$ cat src/rtl/spi_pkg.sv
// Shared definitions for the SPI slave front end: FSM states, read sub-phases,
// RAM command opcodes and default word widths.
package spi_pkg;

  localparam int RX_WIDTH_DFLT = 10;
  localparam int TX_WIDTH_DFLT = 8;

  // Opcodes carried in rx_data[9:8]; decoded by the RAM, not by the slave.
  localparam logic [1:0] CMD_WR_ADDR = 2'b00;
  localparam logic [1:0] CMD_WR_DATA = 2'b01;
  localparam logic [1:0] CMD_RD_ADDR = 2'b10;
  localparam logic [1:0] CMD_RD_DATA = 2'b11;

  typedef enum logic [2:0] {
    IDLE      = 3'd0,
    CHK_CMD   = 3'd1,
    WRITE     = 3'd2,
    READ_ADD  = 3'd3,
    READ_DATA = 3'd4
  } spi_state_t;

  // Progress of a READ_DATA frame once the command word has been received.
  typedef enum logic [1:0] {
    RD_RX    = 2'd0,
    RD_WAIT  = 2'd1,
    RD_SHIFT = 2'd2,
    RD_DONE  = 2'd3
  } rd_phase_t;

endpackage

$ cat src/rtl/spi_slave.sv
// SPI slave: deserialises MOSI frames into command words for the RAM and
// serialises RAM read data back out on MISO after a read-data command.
module spi_slave
  import spi_pkg::*;
#(
  parameter int RX_WIDTH = RX_WIDTH_DFLT,
  parameter int TX_WIDTH = TX_WIDTH_DFLT
) (
  input  logic                clk,
  input  logic                rst_n,
  input  logic                SS_n,
  input  logic                MOSI,
  output logic                MISO,
  output logic [RX_WIDTH-1:0] rx_data,
  output logic                rx_valid,
  input  logic [TX_WIDTH-1:0] tx_data,
  input  logic                tx_valid
);

  localparam logic [3:0] RX_LAST = 4'(RX_WIDTH - 1);
  localparam logic [3:0] RX_FULL = 4'(RX_WIDTH);
  localparam logic [3:0] TX_LAST = 4'(TX_WIDTH - 1);
  localparam logic [3:0] TX_FULL = 4'(TX_WIDTH);

  spi_state_t            state, state_nxt;
  rd_phase_t             rd_phase;
  logic [3:0]            bit_cnt;
  logic [3:0]            tx_cnt;
  logic [TX_WIDTH-1:0]   tx_shift;
  logic                  rd_addr_seen;

  function automatic logic [3:0] sat_inc(input logic [3:0] v);
    return (v == 4'hF) ? v : v + 4'd1;
  endfunction

  always_ff @(posedge clk or negedge rst_n) begin
    if (!rst_n) state <= IDLE;
    else        state <= state_nxt;
  end

  always_comb begin
    state_nxt = state;
    if (SS_n) begin
      state_nxt = IDLE;
    end else begin
      case (state)
        IDLE:    state_nxt = CHK_CMD;
        // The decision bit only steers the FSM; it is never stored.
        CHK_CMD: begin
          if (!MOSI)             state_nxt = WRITE;
          else if (rd_addr_seen) state_nxt = READ_DATA;
          else                   state_nxt = READ_ADD;
        end
        default: state_nxt = state;
      endcase
    end
  end

  always_ff @(posedge clk or negedge rst_n) begin
    if (!rst_n) begin
      bit_cnt      <= '0;
      tx_cnt       <= '0;
      rx_data      <= '0;
      rx_valid     <= 1'b0;
      MISO         <= 1'b0;
      tx_shift     <= '0;
      rd_addr_seen <= 1'b0;
      rd_phase     <= RD_RX;
    end else begin
      rx_valid <= 1'b0;
      if (SS_n) begin
        // Abort or idle: drop any partial frame; rd_addr_seen is kept.
        bit_cnt  <= '0;
        tx_cnt   <= '0;
        MISO     <= 1'b0;
        rd_phase <= RD_RX;
      end else begin
        case (state)
          WRITE, READ_ADD, READ_DATA: begin
            if (bit_cnt < RX_FULL) begin
              rx_data <= {rx_data[RX_WIDTH-2:0], MOSI};
              bit_cnt <= sat_inc(bit_cnt);
              if (bit_cnt == RX_LAST) begin
                rx_valid <= 1'b1;
                if (state == READ_ADD) rd_addr_seen <= 1'b1;
              end
            end else if (state == READ_DATA) begin
              case (rd_phase)
                // Skip the rx_valid cycle: tx_valid may still be high from an older read.
                RD_RX:   rd_phase <= RD_WAIT;
                RD_WAIT: begin
                  if (tx_valid) begin
                    MISO     <= tx_data[TX_WIDTH-1];
                    tx_shift <= {tx_data[TX_WIDTH-2:0], 1'b0};
                    tx_cnt   <= 4'd1;
                    rd_phase <= RD_SHIFT;
                  end
                end
                RD_SHIFT: begin
                  if (tx_cnt == TX_FULL) begin
                    MISO     <= 1'b0;
                    rd_phase <= RD_DONE;
                  end else begin
                    MISO     <= tx_shift[TX_WIDTH-1];
                    tx_shift <= {tx_shift[TX_WIDTH-2:0], 1'b0};
                    tx_cnt   <= sat_inc(tx_cnt);
                    if (tx_cnt == TX_LAST) rd_addr_seen <= 1'b0;
                  end
                end
                default: MISO <= 1'b0;
              endcase
            end
          end
          default: begin
            bit_cnt  <= '0;
            tx_cnt   <= '0;
            MISO     <= 1'b0;
            rd_phase <= RD_RX;
          end
        endcase
      end
    end
  end

endmodule

$ cat config.mk
export PLATFORM = sky130hd
export DESIGN_NAME = spi_slave
export DESIGN_NICKNAME = d
export VERILOG_FILES = /design/src/rtl/spi_pkg.sv /design/src/rtl/spi_slave.sv
export SDC_FILE = /design/constraint.sdc
export NUM_CORES = 1
export LEC_CHECK = 0
export CORE_ASPECT_RATIO = 1.1
export CORE_MARGIN = 1.5
export CORE_UTILIZATION = 35
export CTS_BUF_LIST = sky130_fd_sc_hd__clkbuf_4
export DETAILED_ROUTE_END_ITERATION = 8
export REMOVE_ABC_BUFFERS = 1
export SLEW_MARGIN = 10
export SYNTH_ARGS = -nofsm -noshare
export SYNTH_HDL_FRONTEND = slang
export SYNTH_SLANG_ARGS = --single-unit
$ cat constraint.sdc
create_clock -name clk -period 2.25 [get_ports clk]
set_input_delay 0.3375 -clock clk [delete_from_list [all_inputs] [get_ports clk]]
set_output_delay 0.3375 -clock clk [all_outputs]
set_load 0.005 [all_outputs]
==> After elaboration in Yosys (flattened, before gate mapping) <==
Index checks and enable logic that the tools add are counted.
{ "op_classes": {"n_reduce_logical": 15, "muxes": 44, "add_sub_neg": 2, "bitwise": 2, "n_eq_ne": 27, "n_lt_le_gt_ge": 1} }
{ "ops": {"columns": ["operator", "count"], "rows": [
  ["$mux W4", 11],
  ["$mux W1", 17],
  ["$eq A4 B4 Y1 const B", 4],
  ["$mux W8", 2],
  ["$ne A4 B4 Y1 const B", 4],
  ["$pmux W8 S2", 1],
  ["$ne A3 B3 Y1 const B", 5],
  ["$mux W2", 6],
  ["$mux W3", 3],
  ["$add A4 B1 Y4 const B", 2],
  ["$pmux W4 S2", 1],
  ["$reduce_and A8 Y1", 1],
  ["$reduce_bool A2 Y1", 4],
  ["$reduce_and A7 Y1", 1],
  ["$eq A3 B2 Y1 const B", 2],
  ["$ne A2 B2 Y1 const B", 3],
  ["$pmux W2 S3", 1],
  ["$pmux W3 S2", 1],
  ["$reduce_and A6 Y1", 1],
  ["$ne A5 B2 Y1 const B", 1],
  ["$reduce_and A5 Y1", 1],
  ["$eq A4 B3 Y1 const B", 1],
  ["$lt A4 B4 Y1 const B", 1],
  ["$ne A2 B1 Y1 const B", 2],
  ["14 further kinds", 15]
]} }
{ "word_totals": {"reg_bits": 34, "elab_cells": 100, "out_inout_bits": 12} }

==> Depth between registers and ports, before layout <==
Gate-level depths: netlist of the first run.
{ "depth": {"depth_word": 8, "ltp_mapped": 7, "depth_no_buf": 6} }

==> Least setup slack after synthesis of the first run <==
OpenSTA, ideal clock, no wires.
{ "synth_path": {"path_kind": "register to register", "startpoint": "register state[1]", "endpoint": "register rd_phase[0]", "path_slack_ns": 0.444, "n_path_buf": 2, "t_required_ns": 2.155, "t_arrival_ns": 1.710, "setup_ns": 0.095, "path_stages_with_launch": 7, "cell_sequence": "dfrtp_1 -> buf_6 -> or3b_4 -> a21o_1 -> buf_6 -> or4_1 -> o31ai_1"} }
{ "synth_between": {"elab_chain_len": 4} }
{ "synth_rtl": {"columns": ["item", "line_no", "text"], "rows": [
  ["start, declared", "spi_slave.sv:25", "spi_state_t state, state_nxt;"],
  ["start signal, assigned", "spi_slave.sv:38", "else state <= state_nxt;"],
  ["$eq A3 B2 Y1 or $eq A3 B3 Y1 (tied branches)", "spi_slave.sv:78, spi_slave.sv:87", null],
  ["$reduce_or A3 Y1", "spi_slave.sv:78", "case (state)"],
  ["$ne A5 B2 Y1 (no source line), or another cell as far along", null, null],
  ["$reduce_and A5 Y1 (no source line) or $mux W2 (tied branches)", null, null],
  ["end signal, assigned", "spi_slave.sv:76", "rd_phase <= RD_RX;"],
  ["end signal, assigned", "spi_slave.sv:90", "RD_RX: rd_phase <= RD_WAIT;"],
  ["end signal, assigned", "spi_slave.sv:96", "rd_phase <= RD_SHIFT;"],
  ["end, declared", "spi_slave.sv:26", "rd_phase_t rd_phase;"]
]} }
Several ways; a longest one is shown, not always the timed one.
A chain may end at the register's enable or synchronous reset.

==> Final worst setup path of the first run <==
{ "layout_path": {"startpoint": "register rd_phase[0]", "endpoint": "register tx_shift[5]"} }
{ "layout_between": {"elab_chain_len": 3} }
{ "layout_rtl": {"columns": ["item", "line_no", "text"], "rows": [
  ["start signal, assigned", "spi_slave.sv:68", "rd_phase <= RD_RX;"],
  ["start signal, assigned", "spi_slave.sv:76", null],
  ["start signal, assigned", "spi_slave.sv:90", null],
  ["$eq A2 B2 Y1 or $eq A2 B1 Y1 (tied branches)", "spi_slave.sv:88", "case (rd_phase)"],
  ["$ne A2 B2 Y1 (no source line) or $reduce_bool A2 Y1 (tied branches)", null, null],
  ["$reduce_and A7 Y1 (no source line)", null, null],
  ["end signal, assigned", "spi_slave.sv:94", "tx_shift <= {tx_data[TX_WIDTH-2:0], 1'b0};"],
  ["end signal, assigned", "spi_slave.sv:105", "tx_shift <= {tx_shift[TX_WIDTH-2:0], 1'b0};"],
  ["end, declared", "spi_slave.sv:29", "logic [TX_WIDTH-1:0] tx_shift;"]
]} }
Several ways; a longest one is shown, not always the timed one.

==> results of run 1 <==
==> cell usage after synthesis (all sizes together) (2+ instances only) <==
cell type / count
o21ai: 3
a211oi: 3
nor2b: 2
nor3: 4
a21oi: 8
o31ai: 2
mux2: 24
inv: 7
nand3: 3
dfrtp: 33
nand3b: 2
nand2b: 2
nand2: 8
buf: 4
o211ai: 2
ha: 8
nand4: 3
clkbuf: 2
and3: 2
nor2: 10
==> kinds of logic (layout without fill, tap and decap cells) <==
logic type      Yosys count  count (layout)
compound gates           26              26
xor+xnor                  2               2
fa+ha+maj                 8               8
buf+inv                  13              44
flops                    33              33
mux                      25              25
simple gates             41              41
==> critical path: cells and delay by family, from the launching register on <==
family / cells / cell delay [ps]
buffers and inverters: 1 / 110
muxes: 2 / 670
DFF: 1 / 420
adders and majority gates: 1 / 590
==> metal layers <==
layer  wire length [um]  vias up
li1                   -      594
met1               1380      612
met2               1710       24
met3                126        4
met4                 45        0
met5                  0        -
==> cells in the final DEF (no fill, tap or decap), drive strengths merged, types with 4 or more instances in the layout <==
master | netlist | layout
mux2 | 24 | 24
ha | 8 | 8
buf | 4 | 5
nor2 | 10 | 10
nand2 | 8 | 8
clkbuf | 2 | 6
a21oi | 8 | 8
dfrtp | 33 | 33
inv | 7 | 7
nor3 | 4 | 4
clkdlybuf4s50 | 0 | 24
==> flip-flops by register name, indices dropped and copies added (netlist names), 2 cells and up <==
register  cells
bit_cnt       4
rd_phase      2
rx_data      10
state         3
tx_cnt        4
tx_shift      7
==> stage by stage <==
stage                     power, mW  hold slack, ps  area [um^2]
after floorplan               0.852            41.9         1650
final                          1.50             389         2070
after global placement         1.07             486         1990
after detailed placement       1.08             495         1990
after global routing           1.59             428         2070
after CTS                      1.53             400         2070
==> final cells by class <==
class                      instances  area [um^2]
multi-input combinational        102          793
clock inverter                     2         33.8
sequential                        33          826
tap                               56         70.1
inverter                           7         26.3
clock buffer                       6         45.0
fill                             431         2580
timing repair buffer              29          278
==> worst min-delay path by stage <==
stage                      startpoint           end  slack, ps  depth (start not counted)
after global placement    tx_shift[6]   tx_shift[6]        490                          1
final                           rst_n   rd_phase[1]        390                          2
after detailed placement  tx_shift[1]   tx_shift[1]        490                          1
after CTS                       rst_n  rd_addr_seen        400                          2
after global routing            rst_n  rd_addr_seen        430                          2
after floorplan                 rst_n          MISO         40                          0
==> power by group <==
group          total, mW  switching, mW  internal, mW
registers          0.739         0.0613         0.678
clock network      0.439          0.195         0.243
logic              0.325         0.0970         0.228
total               1.50          0.354          1.15
==> out/qor.log, run 1 <==
qor: yosys.synth_top_cell_by_area sky130_fd_sc_hd__dfrtp_1
qor: clock_network.cts-root-to-sink-buffers 2
qor: timing.timing.clock.skew 4.47 ps
qor: detailed_routing.wl_per_cell 13.9 um
qor: clock_network.tritoncts.num_buffers 5
qor: grt.grt_util_all_layers 13.5%
qor: yosys.synth_enable_flop_cells 0
qor: pwr.static-leakage-power 0.878 nW
qor: timing.setup_repair_after_global_routing_missed_its_margin no
qor: layout.synthToLayoutAreaGrowth 23.0%
qor: detailed_routing.route.vias.total 1234
qor: yosys.synth_compound_gate_area_share 10.4%
qor: clock_network.clock_tree_from_tritoncts done
qor: detailed_routing.detail_route.vias_per_cell 5.25
qor: timing.worst_setup_slack_after_layout 348 ps
qor: yosys.postSynthRegisterBits 33
qor: layout.num-nets-final 199
qor: worst_setup_path.reg2reg_slack 350 ps
qor: yosys.ys_seq_area_share 49.0%
qor: worst_setup_path.critical_path.endpoint_type register
qor: floorplan.row_count 26
qor: yosys.async_flop_share 100%
qor: detailed_routing.ant_nets 0
qor: worst_setup_path.timing.critical_path.arrival 2130 ps
qor: clock_network.htree_levels 2
qor: yosys.post_synth_inst_count 148
qor: yosys.synth_warnings 0
qor: worst_setup_path.cp_cell_sequence inv_1, ha_1, mux2_2, mux2_2
qor: pwr.vdd_drop_max 0.000256 V
qor: clock_network.post_cts_hold_buffer_count 0
qor: yosys.synth_largest_type_area_fraction 49.0%
qor: worst_setup_path.startpoint_type register
qor: run.maxCapViolations 0
qor: layout.final_cell_count_no_fill 235
qor: yosys.synth_cell_types 39
qor: floorplan.die_area 0.00524 mm^2
qor: timing.maxSlewHeadroom 55.9%
qor: clock_network.cts_post_setup_buffers_inserted 0
qor: grt.globalRouteMet1Util 15.4%
qor: floorplan.die_width 69.1 um
qor: hold_path.min_path_type in2async
qor: timing.finalSetupViolCount 0
qor: timing.timing_hold_violations_final 0
qor: clock_network.clock_latency 330 ps
qor: placement.place.detailed.instances 227
qor: timing.tightestPinTransition 661 ps
qor: timing.setup_tns 0 ps
qor: floorplan.pin_count 25
qor: clock_network.ctsRootBufferMaster sky130_fd_sc_hd__clkbuf_4
qor: yosys.synth-xor-area-share 1.04%
qor: grt.globalRouteMet2Util 24.1%
qor: worst_setup_path.timing.setup.critical_path_class reg2reg
qor: floorplan.die_height 75.8 um
qor: detailed_routing.totalWireLength 3.27 mm
qor: clock_network.cts.sinks 33
qor: yosys.synth_fa_ha_area_share 5.94%
qor: placement.port_buffer_count 24
qor: worst_setup_path.critPathMaxFanout 17
qor: grt.groute.layer.met3.usage 4.10%
qor: worst_setup_path.timing.critical_path.mode_cell sky130_fd_sc_hd__mux2_2
qor: detailed_routing.total_drc_errors_in_the_routed_layout 0
qor: worst_setup_path.r2r-end tx_shift[5]
qor: yosys.synthMuxAreaShare 16.6%
qor: worst_setup_path.worst-endpoint-required 2480 ps
qor: worst_setup_path.r2r-start rd_phase[0]
qor: grt.wire_length_of_the_first_global_routing_pass 5.48 mm
qor: outcome.run_status complete, no violations
qor: yosys.synth_simple_gate_area_share 13.1%
qor: detailed_routing.drtIter0Drc 66
qor: layout.final_core_util 44.5%
qor: placement.sum_of_net_half_perimeters_after_detailed_placement 2.41 mm
qor: timing.timing_max_transition_violations_final 0
qor: placement.pre_cts_ws 68.5 ps
qor: grt.maximum_number_of_pins_on_one_net_before_global_route_repair 34
qor: layout.antenna_cells_inserted 0
qor: grt.antenna_found_initial 0
qor: timing.layout_worst_path_cycle_share 84.5%
qor: worst_setup_path.endpoint tx_shift[5]
qor: detailed_routing.detailedRoute.firstPassIterationCount 4
qor: timing.finalCriticalPeriod 1900 ps
qor: yosys.syn-cell-area 0.00168 mm^2
qor: floorplan.initial_core_utilization 36.2%
qor: timing.max_freq 526 MHz
qor: worst_setup_path.critical_path_cell_with_the_highest_stage_delay sky130_fd_sc_hd__ha_1
qor: yosys.synth.avg_cell_area 11.4 um^2
qor: placement.gp_congestion 0.715
qor: worst_setup_path.worst_reg2reg_path_depth 4
qor: yosys.largest_family_of_logic_cells_by_synthesized_area multiplexers
qor: clock_network.cts.repair.resized 0
qor: worst_setup_path.worst_setup_path_startpoint rd_phase[0]
qor: yosys.top_area_cells_in_the_synthesized_netlist sky130_fd_sc_hd__dfrtp_1 49%, sky130_fd_sc_hd__mux2_2 16%, sky130_fd_sc_hd__ha_1 5.9%, sky130_fd_sc_hd__nor2_1 2.2%, sky130_fd_sc_hd__a21oi_1 2.1%
qor: pwr.power-per-cell-area 725 mW/mm^2
qor: grt.grt.busiest_layer met2
qor: worst_setup_path.slowest_delay 590 ps
qor: clock_network.worst_setup_hold_path_clk_slew 90 ps
qor: grt.global_route.overflow_total 0
qor: floorplan.core-area 0.00465 mm^2
qor: yosys.ys.flop_type sky130_fd_sc_hd__dfrtp_1
qor: layout.drive_above_1_share 21.2%
qor: grt.grt_pass1_vias 1180
No activity file was read; power rests on OpenSTA's default activity.
==> inputs of run 2 (changes only) <==
==> constraint.sdc (replaced) <==
create_clock -name clk -period 1.94 [get_ports clk]
set_input_delay 0.291 -clock clk [delete_from_list [all_inputs] [get_ports clk]]
set_output_delay 0.291 -clock clk [all_outputs]
set_load 0.005 [all_outputs]
==> run 2 against run 1 <==
Compared with the run above: cell count is 1.3% higher; non-clock buffer count is 3 higher; first-iteration DRC count is 7.6% lower; register-to-register slack worse by 230 ps; fmax is 4.5% higher; setup slack worse by 230 ps; critical path type unchanged; critical endpoint is now rx_data[9]; largest power group unchanged.
==> out/qor.log, run 2 (synthesis results as in run 1) <==
qor: clock_network.htree_levels 2 [unchanged]
qor: pwr.static-leakage-power 0.880 nW [was 0.878 nW]
qor: grt.grt_util_all_layers 14.3% [was 13.5%]
qor: floorplan.die_height 75.8 um [unchanged]
qor: layout.largest_register_ff_count 10 [unchanged]
qor: timing.finalCriticalPeriod 1820 ps [was 1900 ps]
qor: detailed_routing.ant_nets 0 [unchanged]
qor: detailed_routing.detail_route.vias_per_cell 5.22 [was 5.25]
qor: detailed_routing.drtIter0Drc 61 [was 66]
qor: floorplan.die_area 0.00524 mm^2 [unchanged]
qor: floorplan.initial_core_utilization 36.2% [unchanged]
qor: pwr.power_frac_seq 52.7% [was 49.2%]
qor: timing.setup_tns 0 ps [unchanged]
qor: run.maxCapViolations 0 [unchanged]
qor: layout.registers.top_by_ff_count rx_data [unchanged]
qor: timing.layout_worst_path_cycle_share 93.8% [was 84.5%]
qor: clock_network.ctsRootBufferMaster sky130_fd_sc_hd__clkbuf_4 [unchanged]
qor: pwr.power.combinational.fraction 23.4% [was 21.6%]
qor: pwr.vdd_drop_max 0.000310 V [was 0.000256 V]
qor: worst_setup_path.critPathMaxFanout 11 [was 17]
qor: clock_network.post_cts_hold_buffer_count 0 [unchanged]
qor: worst_setup_path.timing.critical_path.arrival 2040 ps [was 2130 ps]
qor: grt.grt_pass1_vias 1256 [was 1180]
qor: layout.drive_above_1_share 23.6% [was 21.2%]
qor: layout.synthToLayoutAreaGrowth 23.0% [unchanged]
qor: detailed_routing.total_drc_errors_in_the_routed_layout 0 [unchanged]
qor: detailed_routing.detailedRoute.firstPassIterationCount 4 [unchanged]
qor: layout.registers_with_the_most_flip_flops rx_data (10), tx_shift (7) [unchanged]
qor: worst_setup_path.timing.setup.critical_path_class reg2reg [unchanged]
qor: pwr.power.share.clock 23.8% [was 29.2%]
qor: pwr.swShare 26.6% [was 23.5%]
qor: timing.maxSlewHeadroom 61.1% [was 55.9%]
qor: worst_setup_path.critical_path.endpoint_type register [unchanged]
qor: detailed_routing.totalWireLength 3.48 mm [was 3.27 mm]
qor: layout.most-common-layout-cells 32 x sky130_fd_sc_hd__dfrtp_1, 24 x sky130_fd_sc_hd__mux2_2, 24 x sky130_fd_sc_hd__clkdlybuf4s50_1 [was 33 x sky130_fd_sc_hd__dfrtp_1, 24 x sky130_fd_sc_hd__mux2_2, 24 x sky130_fd_sc_hd__clkdlybuf4s50_1]
qor: clock_network.cts.repair.resized 0 [unchanged]
qor: layout.num-nets-final 202 [was 199]
qor: timing.final_hold_slack 335 ps [was 389 ps]
qor: clock_network.worst_setup_hold_path_clk_slew 120 ps [was 90 ps]
qor: clock_network.clock_tree_from_tritoncts done [unchanged]
qor: layout.layout_commonest_cell sky130_fd_sc_hd__dfrtp_1 [unchanged]
qor: floorplan.row_count 26 [unchanged]
qor: worst_setup_path.worst-endpoint-required 2160 ps [was 2480 ps]
qor: timing.setup_repair_after_global_routing_missed_its_margin no [unchanged]
qor: placement.sum_of_net_half_perimeters_after_detailed_placement 2.57 mm [was 2.41 mm]
qor: timing.finalSetupViolCount 0 [unchanged]
qor: detailed_routing.wl_per_cell 14.6 um [was 13.9 um]
qor: timing.timing_hold_violations_final 0 [unchanged]
qor: clock_network.cts.sinks 33 [unchanged]
qor: clock_network.tritoncts.num_buffers 5 [unchanged]
qor: worst_setup_path.startpoint_type register [unchanged]
qor: pwr.p_int 1.19 mW [was 1.15 mW]
qor: clock_network.cts-root-to-sink-buffers 2 [unchanged]
qor: clock_network.clock_latency 340 ps [was 330 ps]
qor: floorplan.die_width 69.1 um [unchanged]
qor: grt.antenna_found_initial 0 [unchanged]
qor: grt.wire_length_of_the_first_global_routing_pass 5.82 mm [was 5.48 mm]
qor: pwr.power-per-cell-area 783 mW/mm^2 [was 725 mW/mm^2]
qor: floorplan.core-area 0.00465 mm^2 [unchanged]
qor: hold_path.min_path_type in2async [unchanged]
qor: timing.timing_max_transition_violations_final 0 [unchanged]
qor: placement.port_buffer_count 24 [unchanged]
qor: clock_network.cts_post_setup_buffers_inserted 0 [unchanged]
qor: timing.timing.clock.skew 18.9 ps [was 4.47 ps]
qor: outcome.run_status complete, no violations [unchanged]
qor: layout.final_core_util 44.5% [unchanged]
qor: floorplan.pin_count 25 [unchanged]
qor: timing.tightestPinTransition 577 ps [was 661 ps]
qor: timing.max_freq 550 MHz [was 526 MHz]
qor: detailed_routing.route.vias.total 1242 [was 1234]
qor: grt.maximum_number_of_pins_on_one_net_before_global_route_repair 34 [unchanged]
qor: pwr.power.switching 432 uW [was 354 uW]
qor: placement.gp_congestion 0.795 [was 0.715]
qor: layout.antenna_cells_inserted 0 [unchanged]
qor: grt.global_route.overflow_total 0 [unchanged]
-- run 2: cell count changes in the layout (fill, tap and decap cells not counted), sizes merged --
cell	delta
bufinv	-1
clkinvlp	+1
clkinv	+1
buf	+3
clkbuf	-1
-- run 2: final cells by class --
| class | count | area [um^2] |
|---|---|---|
| inverters | 7 | 26.3 |
| multi-input cells | 102 | 793 |
| repair buffers | 32 | 300 |
| fillers | 447 | 2580 |
| clock buffers | 5 | 37.5 |
| well taps | 56 | 70.1 |
| flip-flops and latches | 33 | 827 |
| clock inverters | 3 | 17.5 |
-- run 2: worst paths after layout --
path                       slack, ps   startpoint          end  cells past startpoint
hold / removal                   340        rst_n    tx_cnt[2]                      2
setup / recovery                 120     state[0]   rx_data[9]                      4
min in group clk                 520  tx_shift[1]  tx_shift[1]                      1
hold reg to reg                  520  tx_shift[1]  tx_shift[1]                      1
setup reg to reg                 120     state[0]   rx_data[9]                      4
max in group asynchronous       1280        rst_n     state[2]                      2
-- run 2: power groups by stage --
stage	Clock [mW]	Sequential, mW	Combinational [mW]
3_5_place_dp	0	0.871	0.388
4_1_cts	0.407	0.857	0.389
6_report	0.387	0.855	0.380
2_1_floorplan	0	0.871	0.117
3_3_place_gp	0	0.864	0.378
5_1_grt	0.437	0.875	0.416
-- run 2: per-stage QoR --
stage / cells / power [mW] / instance area, um^2 / worst slack, ps
2_1_floorplan: 142 / 0.988 / 1650 / -331
3_3_place_gp: 230 / 1.24 / 2020 / -144
3_5_place_dp: 230 / 1.26 / 2020 / -186
4_1_cts: 238 / 1.65 / 2070 / 95.8
5_1_grt: 238 / 1.73 / 2070 / 5.32
6_report: 238 / 1.62 / 2070 / 120
-- run 2: worst max-delay path, cell delays in order (launching register included) --
cell and delay, ps:
sky130_fd_sc_hd__dfrtp_1 440, sky130_fd_sc_hd__or3b_4 420, sky130_fd_sc_hd__a211oi_1 240, sky130_fd_sc_hd__buf_4 230, sky130_fd_sc_hd__mux2_2 360
-- run 2: routing by layer --
layer  share of wire, %  track usage (%)  vias to the layer above
met5                  0                0                        -
met4                2.1             6.75                        0
met3                3.5             3.97                        8
met2                 52             26.0                       24
met1                 42             15.8                      610
li1                   -                -                      600
==> inputs of run 3 (changes only) <==
--- a/config.mk
+++ b/config.mk
@@ -5,8 +5,9 @@
 export SDC_FILE = /design/constraint.sdc
 export NUM_CORES = 1
 export LEC_CHECK = 0
+export ABC_AREA = 1
 export CORE_ASPECT_RATIO = 1.1
-export CORE_MARGIN = 1.5
+export CORE_MARGIN = 2
 export CORE_UTILIZATION = 35
 export CTS_BUF_LIST = sky130_fd_sc_hd__clkbuf_4
 export DETAILED_ROUTE_END_ITERATION = 8
==> run 3 against run 2 <==
Compared with the run above: via count is 19% higher; highest routed layer unchanged; non-clock buffer count is 5 lower; combinational power is 5% lower; sequential share of layout area is 1.5 points lower; fmax is 17% higher; count of clock-buffer cells in the layout stayed put; setup slack better by 260 ps; global-route usage is 0.16 points higher.
==> out/qor.log, run 3 <==
qor: layout.registers.top_by_ff_count rx_data [unchanged]
qor: layout.ff_latch_area 826 um^2 [was 827 um^2]
qor: layout.drive_above_1_share 12.3% [was 23.6%]
qor: detailed_routing.detail_route.vias_per_cell 4.89 [was 5.22]
qor: grt.antenna_found_initial 0 [unchanged]
qor: timing.timing_max_transition_violations_final 0 [unchanged]
qor: worst_setup_path.cp.buffers_inverters 1 [unchanged]
qor: timing.finalCriticalPeriod 1560 ps [was 1820 ps]
qor: timing.layout_worst_path_cycle_share 80.5% [was 93.8%]
qor: yosys.synth_cell_types 25 [was 39]
qor: worst_setup_path.timing.setup.critical_path_class reg2out [was reg2reg]
qor: timing.timing_hold_violations_final 0 [unchanged]
qor: detailed_routing.totalWireLength 3.60 mm [was 3.48 mm]
qor: layout.synthToLayoutAreaGrowth 18.9% [was 23.0%]
qor: placement.sum_of_net_half_perimeters_after_detailed_placement 2.57 mm [about the same]
qor: clock_network.ctsRootBufferMaster sky130_fd_sc_hd__clkbuf_4 [unchanged]
qor: timing.finalSetupViolCount 0 [unchanged]
qor: yosys.post_synth_inst_count 214 [was 148]
qor: grt.maximum_number_of_pins_on_one_net_before_global_route_repair 34 [unchanged]
qor: worst_setup_path.timing.critical_path.arrival 1270 ps [was 2040 ps]
qor: timing.worst_setup_slack_after_layout 379 ps [was 120 ps]
qor: floorplan.die_height 79.3 um [was 75.8 um]
qor: worst_setup_path.worst_reg2reg_path_depth 9 [was 4]
qor: yosys.async_flop_share 100% [unchanged]
qor: yosys.syn-cell-area 0.00181 mm^2 [was 0.00168 mm^2]
qor: layout.largest_register_ff_count 10 [unchanged]
qor: layout.final_core_util 42.9% [was 44.5%]
qor: pwr.power-per-cell-area 731 mW/mm^2 [was 783 mW/mm^2]
qor: floorplan.initial_core_utilization 36.1% [was 36.2%]
qor: floorplan.core-area 0.00500 mm^2 [was 0.00465 mm^2]
qor: floorplan.row_count 27 [was 26]
qor: layout.final_cell_count_no_fill 302 [was 238]
qor: floorplan.pin_count 25 [unchanged]
qor: layout.num-nets-final 264 [was 202]
qor: placement.placed_standard_cell_area 0.00210 mm^2 [was 0.00202 mm^2]
qor: yosys.synth_warnings 0 [unchanged]
qor: clock_network.post_cts_hold_buffer_count 0 [unchanged]
qor: grt.grt_util_all_layers 14.4% [was 14.3%]
qor: timing.final_hold_slack 326 ps [was 335 ps]
qor: worst_setup_path.r2r-end tx_shift[4] [was rx_data[9]]
qor: clock_network.cts_post_setup_buffers_inserted 0 [unchanged]
qor: yosys.postSynthRegisterBits 33 [unchanged]
qor: timing.tightestPinTransition 449 ps [was 577 ps]
qor: pwr.static-leakage-power 1.02 nW [was 0.880 nW]
qor: run.maxCapViolations 0 [unchanged]
qor: worst_setup_path.reg2reg_slack 380 ps [was 120 ps]
qor: worst_setup_path.slowest_delay 520 ps [was 440 ps]
qor: yosys.post-synth-top-count-cell sky130_fd_sc_hd__nand2_1 [was sky130_fd_sc_hd__dfrtp_1]
qor: clock_network.cts.sinks 33 [unchanged]
qor: floorplan.die_width 72.5 um [was 69.1 um]
qor: timing.setup_repair_after_global_routing_missed_its_margin no [unchanged]
qor: timing.max_freq 641 MHz [was 550 MHz]
qor: detailed_routing.drtIter0Drc 86 [was 61]
qor: clock_network.cts-root-to-sink-buffers 2 [unchanged]
qor: worst_setup_path.worst_path_dominant_cell_family buffers and inverters [was flip-flops]
qor: detailed_routing.ant_nets 0 [unchanged]
qor: grt.wire_length_of_the_first_global_routing_pass 6.42 mm [was 5.82 mm]
qor: pwr.post-layout-total-power 1.57 mW [was 1.62 mW]
qor: detailed_routing.route.vias.total 1476 [was 1242]
qor: hold_path.min_path_type in2async [unchanged]
qor: placement.pre_cts_ws 211 ps [was -186 ps]
qor: worst_setup_path.cp_cell_sequence clkdlybuf4s50_1 [was or3b_4, a211oi_1, buf_4, mux2_2]
qor: timing.setup_tns 0 ps [unchanged]
qor: layout.final.fill_count 507 [was 447]
qor: clock_network.clock_tree_from_tritoncts done [unchanged]
qor: layout.layout_commonest_cell sky130_fd_sc_hd__nand2_1 [was sky130_fd_sc_hd__dfrtp_1]
qor: detailed_routing.total_drc_errors_in_the_routed_layout 0 [unchanged]
qor: worst_setup_path.startpoint_type register [unchanged]
qor: detailed_routing.wl_per_cell 11.9 um [was 14.6 um]
qor: timing.maxSlewHeadroom 70.0% [was 61.1%]
qor: placement.gp_congestion 0.791 [was 0.795]
qor: grt.global_route.overflow_total 0 [unchanged]
qor: placement.port_buffer_count 24 [unchanged]
qor: yosys.top_area_cells_in_the_synthesized_netlist sky130_fd_sc_hd__dfrtp_1 46%, sky130_fd_sc_hd__nand2_1 13%, sky130_fd_sc_hd__nand3_1 7.2%, sky130_fd_sc_hd__ha_1 5.5%, sky130_fd_sc_hd__o21ai_2 3.9% [was sky130_fd_sc_hd__dfrtp_1 49%, sky130_fd_sc_hd__mux2_2 16%, sky130_fd_sc_hd__ha_1 5.9%, sky130_fd_sc_hd__nor2_1 2.2%, sky130_fd_sc_hd__a21oi_1 2.1%]
qor: worst_setup_path.r2r-start rd_phase[1] [was state[0]]
qor: clock_network.cts.repair.resized 0 [unchanged]
qor: placement.place.detailed.instances 294 [was 230]
qor: layout.most-common-layout-cells 61 x sky130_fd_sc_hd__nand2_1, 33 x sky130_fd_sc_hd__dfrtp_1, 26 x sky130_fd_sc_hd__nand3_1 [was 32 x sky130_fd_sc_hd__dfrtp_1, 24 x sky130_fd_sc_hd__mux2_2, 24 x sky130_fd_sc_hd__clkdlybuf4s50_1]
qor: layout.design_area 0.00215 mm^2 [was 0.00207 mm^2]
qor: yosys.synth_enable_flop_cells 0 [unchanged]
qor: clock_network.clock_latency 350 ps [was 340 ps]
qor: layout.antenna_cells_inserted 0 [unchanged]
qor: grt.grt_pass1_vias 1405 [was 1256]
qor: worst_setup_path.critical_path_cell_with_the_highest_stage_delay sky130_fd_sc_hd__clkdlybuf4s50_1 [was sky130_fd_sc_hd__dfrtp_1]
qor: yosys.ys_seq_area_share 45.7% [was 49.0%]
qor: floorplan.die_area 0.00575 mm^2 [was 0.00524 mm^2]
qor: yosys.ys.flop_type sky130_fd_sc_hd__dfrtp_1 [unchanged]
qor: outcome.run_status complete, no violations [unchanged]
qor: worst_setup_path.critical_path.endpoint_type primary output [was register]
qor: clock_network.worst_setup_hold_path_clk_slew 120 ps [about the same]
qor: clock_network.htree_levels 2 [unchanged]
qor: yosys.synth_top_cell_by_area sky130_fd_sc_hd__dfrtp_1 [unchanged]
qor: worst_setup_path.worst-endpoint-required 1650 ps [was 2160 ps]
qor: clock_network.tritoncts.num_buffers 5 [unchanged]
qor: yosys.synth_largest_type_area_fraction 45.7% [was 49.0%]
qor: pwr.vdd_drop_max 0.000454 V [was 0.000310 V]
qor: detailed_routing.detailedRoute.firstPassIterationCount 5 [was 4]
qor: timing.timing.clock.skew 21.5 ps [was 18.9 ps]
qor: worst_setup_path.critPathMaxFanout 3 [was 11]
qor: layout.registers_with_the_most_flip_flops rx_data (10), tx_shift (7) [unchanged]
qor: yosys.synth.avg_cell_area 8.44 um^2 [was 11.4 um^2]
qor: layout.multi_input_comb_area 858 um^2 [was 793 um^2]
qor: yosys.synth.cells.most_frequent 61 x sky130_fd_sc_hd__nand2_1, 33 x sky130_fd_sc_hd__dfrtp_1, 26 x sky130_fd_sc_hd__nand3_1, 17 x sky130_fd_sc_hd__inv_1, 12 x sky130_fd_sc_hd__nor2_1 [was 33 x sky130_fd_sc_hd__dfrtp_1, 24 x sky130_fd_sc_hd__mux2_2, 10 x sky130_fd_sc_hd__nor2_1, 8 x sky130_fd_sc_hd__ha_1, 8 x sky130_fd_sc_hd__nand2_1]
run 3: power by group:
part | total (mW) | leakage (nW) | internal [mW] | switching (mW)
Combinational | 0.361 | 0.547 | 0.200 | 0.161
Clock | 0.377 | 0.0300 | 0.131 | 0.246
Sequential | 0.831 | 0.447 | 0.768 | 0.0638
run 3: layer usage:
layer | part of all wire [%] | up-vias | track usage [%] | wire length, um
li1 | - | 757 | - | -
met1 | 47 | 685 | 18.9 | 1690
met2 | 47 | 29 | 22.7 | 1710
met3 | 3.7 | 5 | 4.19 | 134
met4 | 1.6 | 0 | 5.19 | 58
met5 | 0 | - | 0 | 0
run 3: cell families (layout without fill, tap and decap cells):
group / count (synthesis) / after routing / synth area share, %
buffers and inverters: 25 / 55 / 6.72
AND/OR/NAND/NOR: 114 / 114 / 28.3
AO/OA/AOI/OAI: 28 / 28 / 10.3
adder cells (fa/ha/maj): 8 / 8 / 5.54
multiplexers: 6 / 6 / 3.33
flip-flops: 33 / 33 / 45.7
run 3: worst max-delay path by stage:
stage / from / endpoint / depth (start not counted)
finish: rx_data[1] / rx_data[1] / 1
global route: rd_phase[0] / rd_phase[0] / 9
CTS: rx_data[1] / rx_data[1] / 1
detailed placement: SS_n / rd_addr_seen / 8
global placement: SS_n / rx_data[8] / 7
floorplan: rd_phase[0] / tx_shift[1] / 8
run 3: cell type report:
class,instances,area share [%]
Clock buffer,5,1.75
Clock inverter,3,0.583
Inverter,20,3.61
Multi-Input combinational cell,156,40.0
Sequential cell,33,38.5
Tap cell,58,3.38
Timing Repair Buffer,27,12.2
